<file path="src/rtl/isp_video_pkg.sv">
// rtl/isp_video_pkg.sv - shared encodings and constants for the ISP video source
package isp_video_pkg;

    typedef enum logic [1:0] {
        PAT_BARS  = 2'd0,
        PAT_RAMP  = 2'd1,
        PAT_CHECK = 2'd2,
        PAT_SOLID = 2'd3
    } pat_e;

    typedef enum logic {
        ST_IDLE = 1'b0,
        ST_RUN  = 1'b1
    } state_e;

    localparam logic SYNC_ACTIVE = 1'b0;
    localparam int   CNT_W       = 16;

    // Index 0 is the leftmost bar: white, yellow, cyan, green, magenta, red, blue, black
    localparam logic [7:0][23:0] BAR_RGB = {
        24'h000000, 24'h0000FF, 24'hFF0000, 24'hFF00FF,
        24'h00FF00, 24'h00FFFF, 24'hFFFF00, 24'hFFFFFF
    };

    function automatic logic [23:0] grey(input logic [7:0] level);
        return {level, level, level};
    endfunction

endpackage

</file>
<file path="src/rtl/isp_video_timing.sv">
// rtl/isp_video_timing.sv - frame counters, IDLE/RUN control and sync/href decode
module isp_video_timing
    import isp_video_pkg::*;
#(
    parameter int H_ACTIVE = 8,
    parameter int H_FP     = 2,
    parameter int H_SYNC   = 1,
    parameter int H_BP     = 1,
    parameter int V_ACTIVE = 10,
    parameter int V_FP     = 1,
    parameter int V_SYNC   = 2,
    parameter int V_BP     = 1
) (
    input  logic             clk,
    input  logic             rst,
    input  logic             enable,
    output logic             vsync,
    output logic             hsync,
    output logic             href,
    output logic             frame_start,
    output logic [15:0]      frame_cnt,
    output logic             busy,
    output logic [CNT_W-1:0] pix_x,
    output logic [CNT_W-1:0] pix_y,
    output logic             pix_valid,
    output logic             frame_origin
);

    localparam logic [CNT_W-1:0] H_LAST  = CNT_W'(H_SYNC + H_BP + H_ACTIVE + H_FP - 1);
    localparam logic [CNT_W-1:0] V_LAST  = CNT_W'(V_SYNC + V_BP + V_ACTIVE + V_FP - 1);
    localparam logic [CNT_W-1:0] H_SYN_E = CNT_W'(H_SYNC);
    localparam logic [CNT_W-1:0] V_SYN_E = CNT_W'(V_SYNC);
    localparam logic [CNT_W-1:0] H_ACT_S = CNT_W'(H_SYNC + H_BP);
    localparam logic [CNT_W-1:0] H_ACT_E = CNT_W'(H_SYNC + H_BP + H_ACTIVE);
    localparam logic [CNT_W-1:0] V_ACT_S = CNT_W'(V_SYNC + V_BP);
    localparam logic [CNT_W-1:0] V_ACT_E = CNT_W'(V_SYNC + V_BP + V_ACTIVE);

    state_e           state, state_nx;
    logic [CNT_W-1:0] h_cnt, v_cnt, h_nx, v_nx;
    logic             run, eof, href_d;

    assign run          = (state == ST_RUN);
    assign eof          = run && (h_cnt == H_LAST) && (v_cnt == V_LAST);
    assign href_d       = (h_cnt >= H_ACT_S) && (h_cnt < H_ACT_E) &&
                          (v_cnt >= V_ACT_S) && (v_cnt < V_ACT_E);
    assign pix_x        = h_cnt - H_ACT_S;
    assign pix_y        = v_cnt - V_ACT_S;
    assign pix_valid    = run && href_d;
    assign frame_origin = run && (h_cnt == '0) && (v_cnt == '0);
    assign busy         = run;

    always_comb begin
        state_nx = state;
        h_nx     = h_cnt;
        v_nx     = v_cnt;
        case (state)
            ST_IDLE: begin
                h_nx = '0;
                v_nx = '0;
                if (enable) state_nx = ST_RUN;
            end
            ST_RUN: begin
                if (h_cnt == H_LAST) begin
                    h_nx = '0;
                    if (v_cnt == V_LAST) begin
                        v_nx = '0;
                        // Stop requests only take effect on the frame boundary
                        if (!enable) state_nx = ST_IDLE;
                    end else begin
                        v_nx = v_cnt + CNT_W'(1);
                    end
                end else begin
                    h_nx = h_cnt + CNT_W'(1);
                end
            end
            default: state_nx = ST_IDLE;
        endcase
    end

    always_ff @(posedge clk) begin
        if (rst) begin
            state       <= ST_IDLE;
            h_cnt       <= '0;
            v_cnt       <= '0;
            vsync       <= ~SYNC_ACTIVE;
            hsync       <= ~SYNC_ACTIVE;
            href        <= 1'b0;
            frame_start <= 1'b0;
            frame_cnt   <= '0;
        end else begin
            state       <= state_nx;
            h_cnt       <= h_nx;
            v_cnt       <= v_nx;
            vsync       <= (run && (v_cnt < V_SYN_E)) ? SYNC_ACTIVE : ~SYNC_ACTIVE;
            hsync       <= (run && (h_cnt < H_SYN_E)) ? SYNC_ACTIVE : ~SYNC_ACTIVE;
            href        <= pix_valid;
            frame_start <= frame_origin;
            if (eof) frame_cnt <= frame_cnt + 16'd1;
        end
    end

endmodule

</file>
<file path="src/rtl/isp_video_src.sv">
// rtl/isp_video_src.sv - ISP video pattern source: frame timing plus RGB888 test patterns
module isp_video_src
    import isp_video_pkg::*;
#(
    parameter int H_ACTIVE  = 8,
    parameter int H_FP      = 2,
    parameter int H_SYNC    = 1,
    parameter int H_BP      = 1,
    parameter int V_ACTIVE  = 10,
    parameter int V_FP      = 1,
    parameter int V_SYNC    = 2,
    parameter int V_BP      = 1,
    parameter int CHK_SHIFT = 2
) (
    input  logic        clk,
    input  logic        rst,
    input  logic        enable,
    input  logic [1:0]  mode,
    input  logic [23:0] solid_rgb,
    output logic        per_frame_vsync,
    output logic        per_frame_hsync,
    output logic        per_frame_href,
    output logic [7:0]  per_img_red,
    output logic [7:0]  per_img_green,
    output logic [7:0]  per_img_blue,
    output logic        frame_start,
    output logic [15:0] frame_cnt,
    output logic        busy
);

    localparam logic [CNT_W-1:0] BAR_W = CNT_W'(H_ACTIVE / 8);

    logic [CNT_W-1:0] pix_x, pix_y;
    logic             pix_valid, frame_origin;
    pat_e             mode_q;
    logic [23:0]      solid_q, rgb_d, rgb_q;
    logic [2:0]       bar_idx;
    logic [7:0]       ramp;
    logic             chk;

    isp_video_timing #(
        .H_ACTIVE(H_ACTIVE), .H_FP(H_FP), .H_SYNC(H_SYNC), .H_BP(H_BP),
        .V_ACTIVE(V_ACTIVE), .V_FP(V_FP), .V_SYNC(V_SYNC), .V_BP(V_BP)
    ) u_timing (
        .clk          (clk),
        .rst          (rst),
        .enable       (enable),
        .vsync        (per_frame_vsync),
        .hsync        (per_frame_hsync),
        .href         (per_frame_href),
        .frame_start  (frame_start),
        .frame_cnt    (frame_cnt),
        .busy         (busy),
        .pix_x        (pix_x),
        .pix_y        (pix_y),
        .pix_valid    (pix_valid),
        .frame_origin (frame_origin)
    );

    assign bar_idx = 3'(pix_x / BAR_W);
    assign ramp    = 8'(pix_x + pix_y);
    assign chk     = 1'((pix_x >> CHK_SHIFT) ^ (pix_y >> CHK_SHIFT));

    always_comb begin
        rgb_d = 24'h0;
        case (mode_q)
            PAT_BARS:  rgb_d = BAR_RGB[bar_idx];
            PAT_RAMP:  rgb_d = grey(ramp);
            PAT_CHECK: rgb_d = chk ? 24'hFFFFFF : 24'h000000;
            PAT_SOLID: rgb_d = solid_q;
            default:   rgb_d = 24'h0;
        endcase
    end

    // Pattern settings are captured once per frame so a frame is never mixed
    always_ff @(posedge clk) begin
        if (rst) begin
            mode_q  <= PAT_BARS;
            solid_q <= 24'h0;
            rgb_q   <= 24'h0;
        end else begin
            if (frame_origin) begin
                mode_q  <= pat_e'(mode);
                solid_q <= solid_rgb;
            end
            rgb_q <= pix_valid ? rgb_d : 24'h0;
        end
    end

    assign per_img_red   = rgb_q[23:16];
    assign per_img_green = rgb_q[15:8];
    assign per_img_blue  = rgb_q[7:0];

endmodule

</file>
<file path="config.mk">
export PLATFORM = sky130hd
export DESIGN_NAME = isp_video_src
export DESIGN_NICKNAME = d
export VERILOG_FILES = /design/src/rtl/isp_video_pkg.sv /design/src/rtl/isp_video_timing.sv /design/src/rtl/isp_video_src.sv
export SDC_FILE = /design/constraint.sdc
export NUM_CORES = 1
export LEC_CHECK = 0
export ABC_CLOCK_PERIOD_IN_PS = 2900
export CORE_AREA = 8 8 107 109
export CTS_BUF_LIST = sky130_fd_sc_hd__clkbuf_4 sky130_fd_sc_hd__clkbuf_8
export CTS_CLUSTER_SIZE = 30
export DETAILED_ROUTE_END_ITERATION = 7
export DIE_AREA = 0 0 115 117
export GPL_TIMING_DRIVEN = 0
export PLACE_DENSITY = 0.76
export SYNTH_ARGS = -nofsm -noshare
export SYNTH_HDL_FRONTEND = slang
export SYNTH_SLANG_ARGS = --single-unit
</file>
<file path="constraint.sdc">
create_clock -name clk -period 2.9 [get_ports clk]
set_input_delay 0.87 -clock clk [delete_from_list [all_inputs] [get_ports clk]]
set_output_delay 0.87 -clock clk [all_outputs]
set_load 0.05 [all_outputs]
</file>
==> flow_metrics.env, run 1 <==
export IMPL_netlist_area_um2=5250
export IMPL_critPathTopFamily="compound AO/OA/AOI/OAI gates"
export IMPL_worstPathCellList="ha_1 -> or3_1 -> nor3_1 -> xor2_1 -> ha_1 -> mux2i_1 -> o21ai_1 -> a311oi_1 -> a21oi_1"
export IMPL_htree_levels=3
export IMPL_antenna_found_initial=0
export IMPL_maxSlewViolCount=0
export IMPL_cts_resized=0
export IMPL_synth_warnings=0
export IMPL_synth_edf_count=0
export IMPL_place_hpwl_mm=10.1
export IMPL_port_buffers=72
export IMPL_drt_initial_drc_count=263
export IMPL_drt_pass1_iter_count=5
export IMPL_maxCapViolCount=0
export IMPL_grt_total_usage_pct=20.3
export IMPL_async_flop_share_pct=0
export IMPL_postCtsSetupBuffers=0
export IMPL_fin_skew_ns=0.0139
export IMPL_grt_overflow_total=0
export IMPL_die_y_um=117
export IMPL_via_count=4624
export IMPL_vias_per_cell=5.60
export IMPL_routedWlPerCell_um=16.0
export IMPL_cts_root_buffer="clkbuf_8"
export IMPL_cts_sinks=103
export IMPL_setup_viol=0
export IMPL_drt_antenna_violating_nets=0
export IMPL_worst_pin_slew_ns=0.692
export IMPL_diodes=0
export IMPL_hold_class="reg -> reg"
export IMPL_final_common_cell="dfxtp_1"
export IMPL_routed_wl_mm=13.3
export IMPL_die_area_um2=13500
export IMPL_yosysUniqueCellTypes=58
export IMPL_worst_setup_path_end_kind="flop"
export IMPL_cp_data_required_time_ns=3.16
export IMPL_critPathMostFrequentCell="ha_1"
export IMPL_crit_path_start_kind="flop"
export IMPL_fin_cells=826
export IMPL_final_cell_mix="dfxtp_1 (102), nor2_1 (80), clkdlybuf4s50_1 (72)"
export IMPL_critPathBufInv=0
export IMPL_fin_nets=733
export IMPL_io_pins=74
export IMPL_cts_made_buffers=9
export IMPL_ctsHoldBuffers=0
export IMPL_cts_buffer_depth=2
export IMPL_slew_headroom_pct=53.9
export IMPL_rsz0062_at_grt="false"
export IMPL_drc=0
export IMPL_status="finished, final reports clean"
export IMPL_cts_tree="done"
export IMPL_syn_num_nets=650
export IMPL_max_freq_mhz=362
export IMPL_grt_max_degree=17
export IMPL_synth_seq_cells=103
export IMPL_post_route_min_period_ns=2.76
export IMPL_max_vdd_ir_drop_uv=298
export IMPL_syn2layout_area_growth_pct=21.0
export IMPL_ys_flop_type="dfxtp_1"
export IMPL_gp_congestion=0.900
export IMPL_slowest_delay_ns=0.40
export IMPL_fill_cells=841
export IMPL_yosysSeqAreaShare_pct=39.3
export IMPL_slowest_stage="or3_1"
export IMPL_place_inst=811
export IMPL_crit_type="reg -> reg"
export IMPL_cp_arrival_ns=3.02
export IMPL_start_util_pct=53.0
export IMPL_crit_fanout=8
export IMPL_leakage_nw=2.27
export IMPL_timing_final_crit_share_pct=95.2
export IMPL_clock_latency_ns=0.38
export IMPL_grt_pass1_vias=4557
export IMPL_clkTransAtPathRegs_ns=0.10
export IMPL_hold_slack_ns=0.481
export IMPL_rows=37
export IMPL_synth_top_cells_by_area="dfxtp_1 (39%), mux2i_1 (5.9%), nor2_1 (5.7%)"
export IMPL_synth_top_cell_by_area="dfxtp_1"
export IMPL_powerDensity_nw_per_um2=421
export IMPL_grt_pass1_wl_mm=21.7
export IMPL_fin_tns_setup_ns=0
export IMPL_hold_viol_final=0
export IMPL_die_w_um=115
export IMPL_drive_gt1_share_pct=6.67
export IMPL_core_area_um2=9910
export IMPL_synth_top_area_share_pct=39.3
export IMPL_syn_avg_cell_area_um2=8.70
export IMPL_synth_cells=603
[worst min-delay path, stage by stage, from the launching register on]
cell and delay, ns:
dfxtp_1 0.32, nand2_1 0.05, a31oi_1 0.07
[through the flow]
stage | setup slack (ns) | power (W) | util, % | instance area (um2)
2_1_floorplan | 0.583 | 0.00168 | - | 5250
3_3_place_gp | 0.0690 | 0.00177 | 62.0 | 6140
3_5_place_dp | 0.0724 | 0.00178 | 62.0 | 6140
4_1_cts | 0.0457 | 0.00269 | 64.0 | 6340
5_1_grt | 0.0148 | 0.00279 | 64.1 | 6350
6_report | 0.138 | 0.00267 | 64.1 | 6350
[final timing paths]
check                                                     from              endpoint  slack, ns  depth (start not counted)
worst max-delay path            u_timing.v_cnt[0]$_SDFFE_PP0P_  rgb_q[22]$_SDFF_PP0_       0.14                          9
worst min-delay path                   solid_q[4]$_SDFFE_PP0P_   rgb_q[4]$_SDFF_PP0_       0.48                          2
worst max register to register  u_timing.v_cnt[0]$_SDFFE_PP0P_  rgb_q[22]$_SDFF_PP0_       0.14                          9
worst min register to register         solid_q[4]$_SDFFE_PP0P_   rgb_q[4]$_SDFF_PP0_       0.48                          2
[logic make-up after synthesis]
kind of cell | share of synthesized area, %
AO/OA/AOI/OAI | 12.7
XOR/XNOR | 5.27
adder cells (fa/ha/maj) | 4.43
buffers and inverters | 4.46
flip-flops | 39.3
multiplexers | 7.20
AND/OR/NAND/NOR | 26.7
[routing by layer]
metal,GRT usage (%),part of all wire [%],up-vias
li1,-,-,2293
met1,23.7,44,2185
met2,34.4,48,130
met3,5.28,6.1,16
met4,9.37,1.9,0
met5,0,0,-
[where the power goes]
part	leakage, nW	total [W]	internal, W	switching [W]
clock network	0.106	0.000927	0.000445	0.000482
registers	0.835	0.00146	0.00144	0.0000199
logic	1.33	0.000284	0.000126	0.000159
[flip-flops by register name, indices dropped and copies added, names as in the netlist]
signal                flops
u_timing.busy             1
u_timing.h_cnt           16
solid_q                  24
u_timing.frame_cnt       16
u_timing.v_cnt           16
u_timing.vsync            1
u_timing.href             1
mode_q                    2
u_timing.frame_start      1
u_timing.hsync            1
rgb_q                    24
[cells in the mapped netlist (4+ instances only)]
cell type,n
nand4_1,8
o21ai_1,5
ha_1,17
a21oi_1,24
nor3b_1,4
and3_1,6
nor2b_1,17
nor3_1,24
a32oi_1,4
nand2b_1,15
nand2_1,39
xnor2_1,11
a211oi_1,8
a31oi_1,15
and2_1,7
dfxtp_1,103
nor4_1,5
mux2i_1,31
mux2_1,4
or3_1,11
nor2_1,80
buf_2,7
xor2_1,18
inv_1,16
buf_6,4
or4_1,7
o21ai_0,19
clkbuf_1,19
nand3_1,22
and4_1,5
a21o_1,8
[cell type report]
| class | instances | area, um2 | area share, % |
|---|---|---|---|
| clock buffer | 11 | 151 | 2.38 |
| clock inverter | 4 | 52.6 | 0.827 |
| multi-input combinational | 450 | 2960 | 46.6 |
| buffer | 34 | 174 | 2.74 |
| inverter | 16 | 60.1 | 0.945 |
| sequential | 103 | 2060 | 32.5 |
| tap | 136 | 170 | 2.68 |
| timing repair buffer | 72 | 721 | 11.3 |
(Power assumes the default switching activity.)
==> run 2: changes to the inputs <==
- HOLD_SLACK_MARGIN: unset -> 0.08
==> results of run 2 <==
Same layout as run 1: the final DEF is identical, and so are final timing and power.
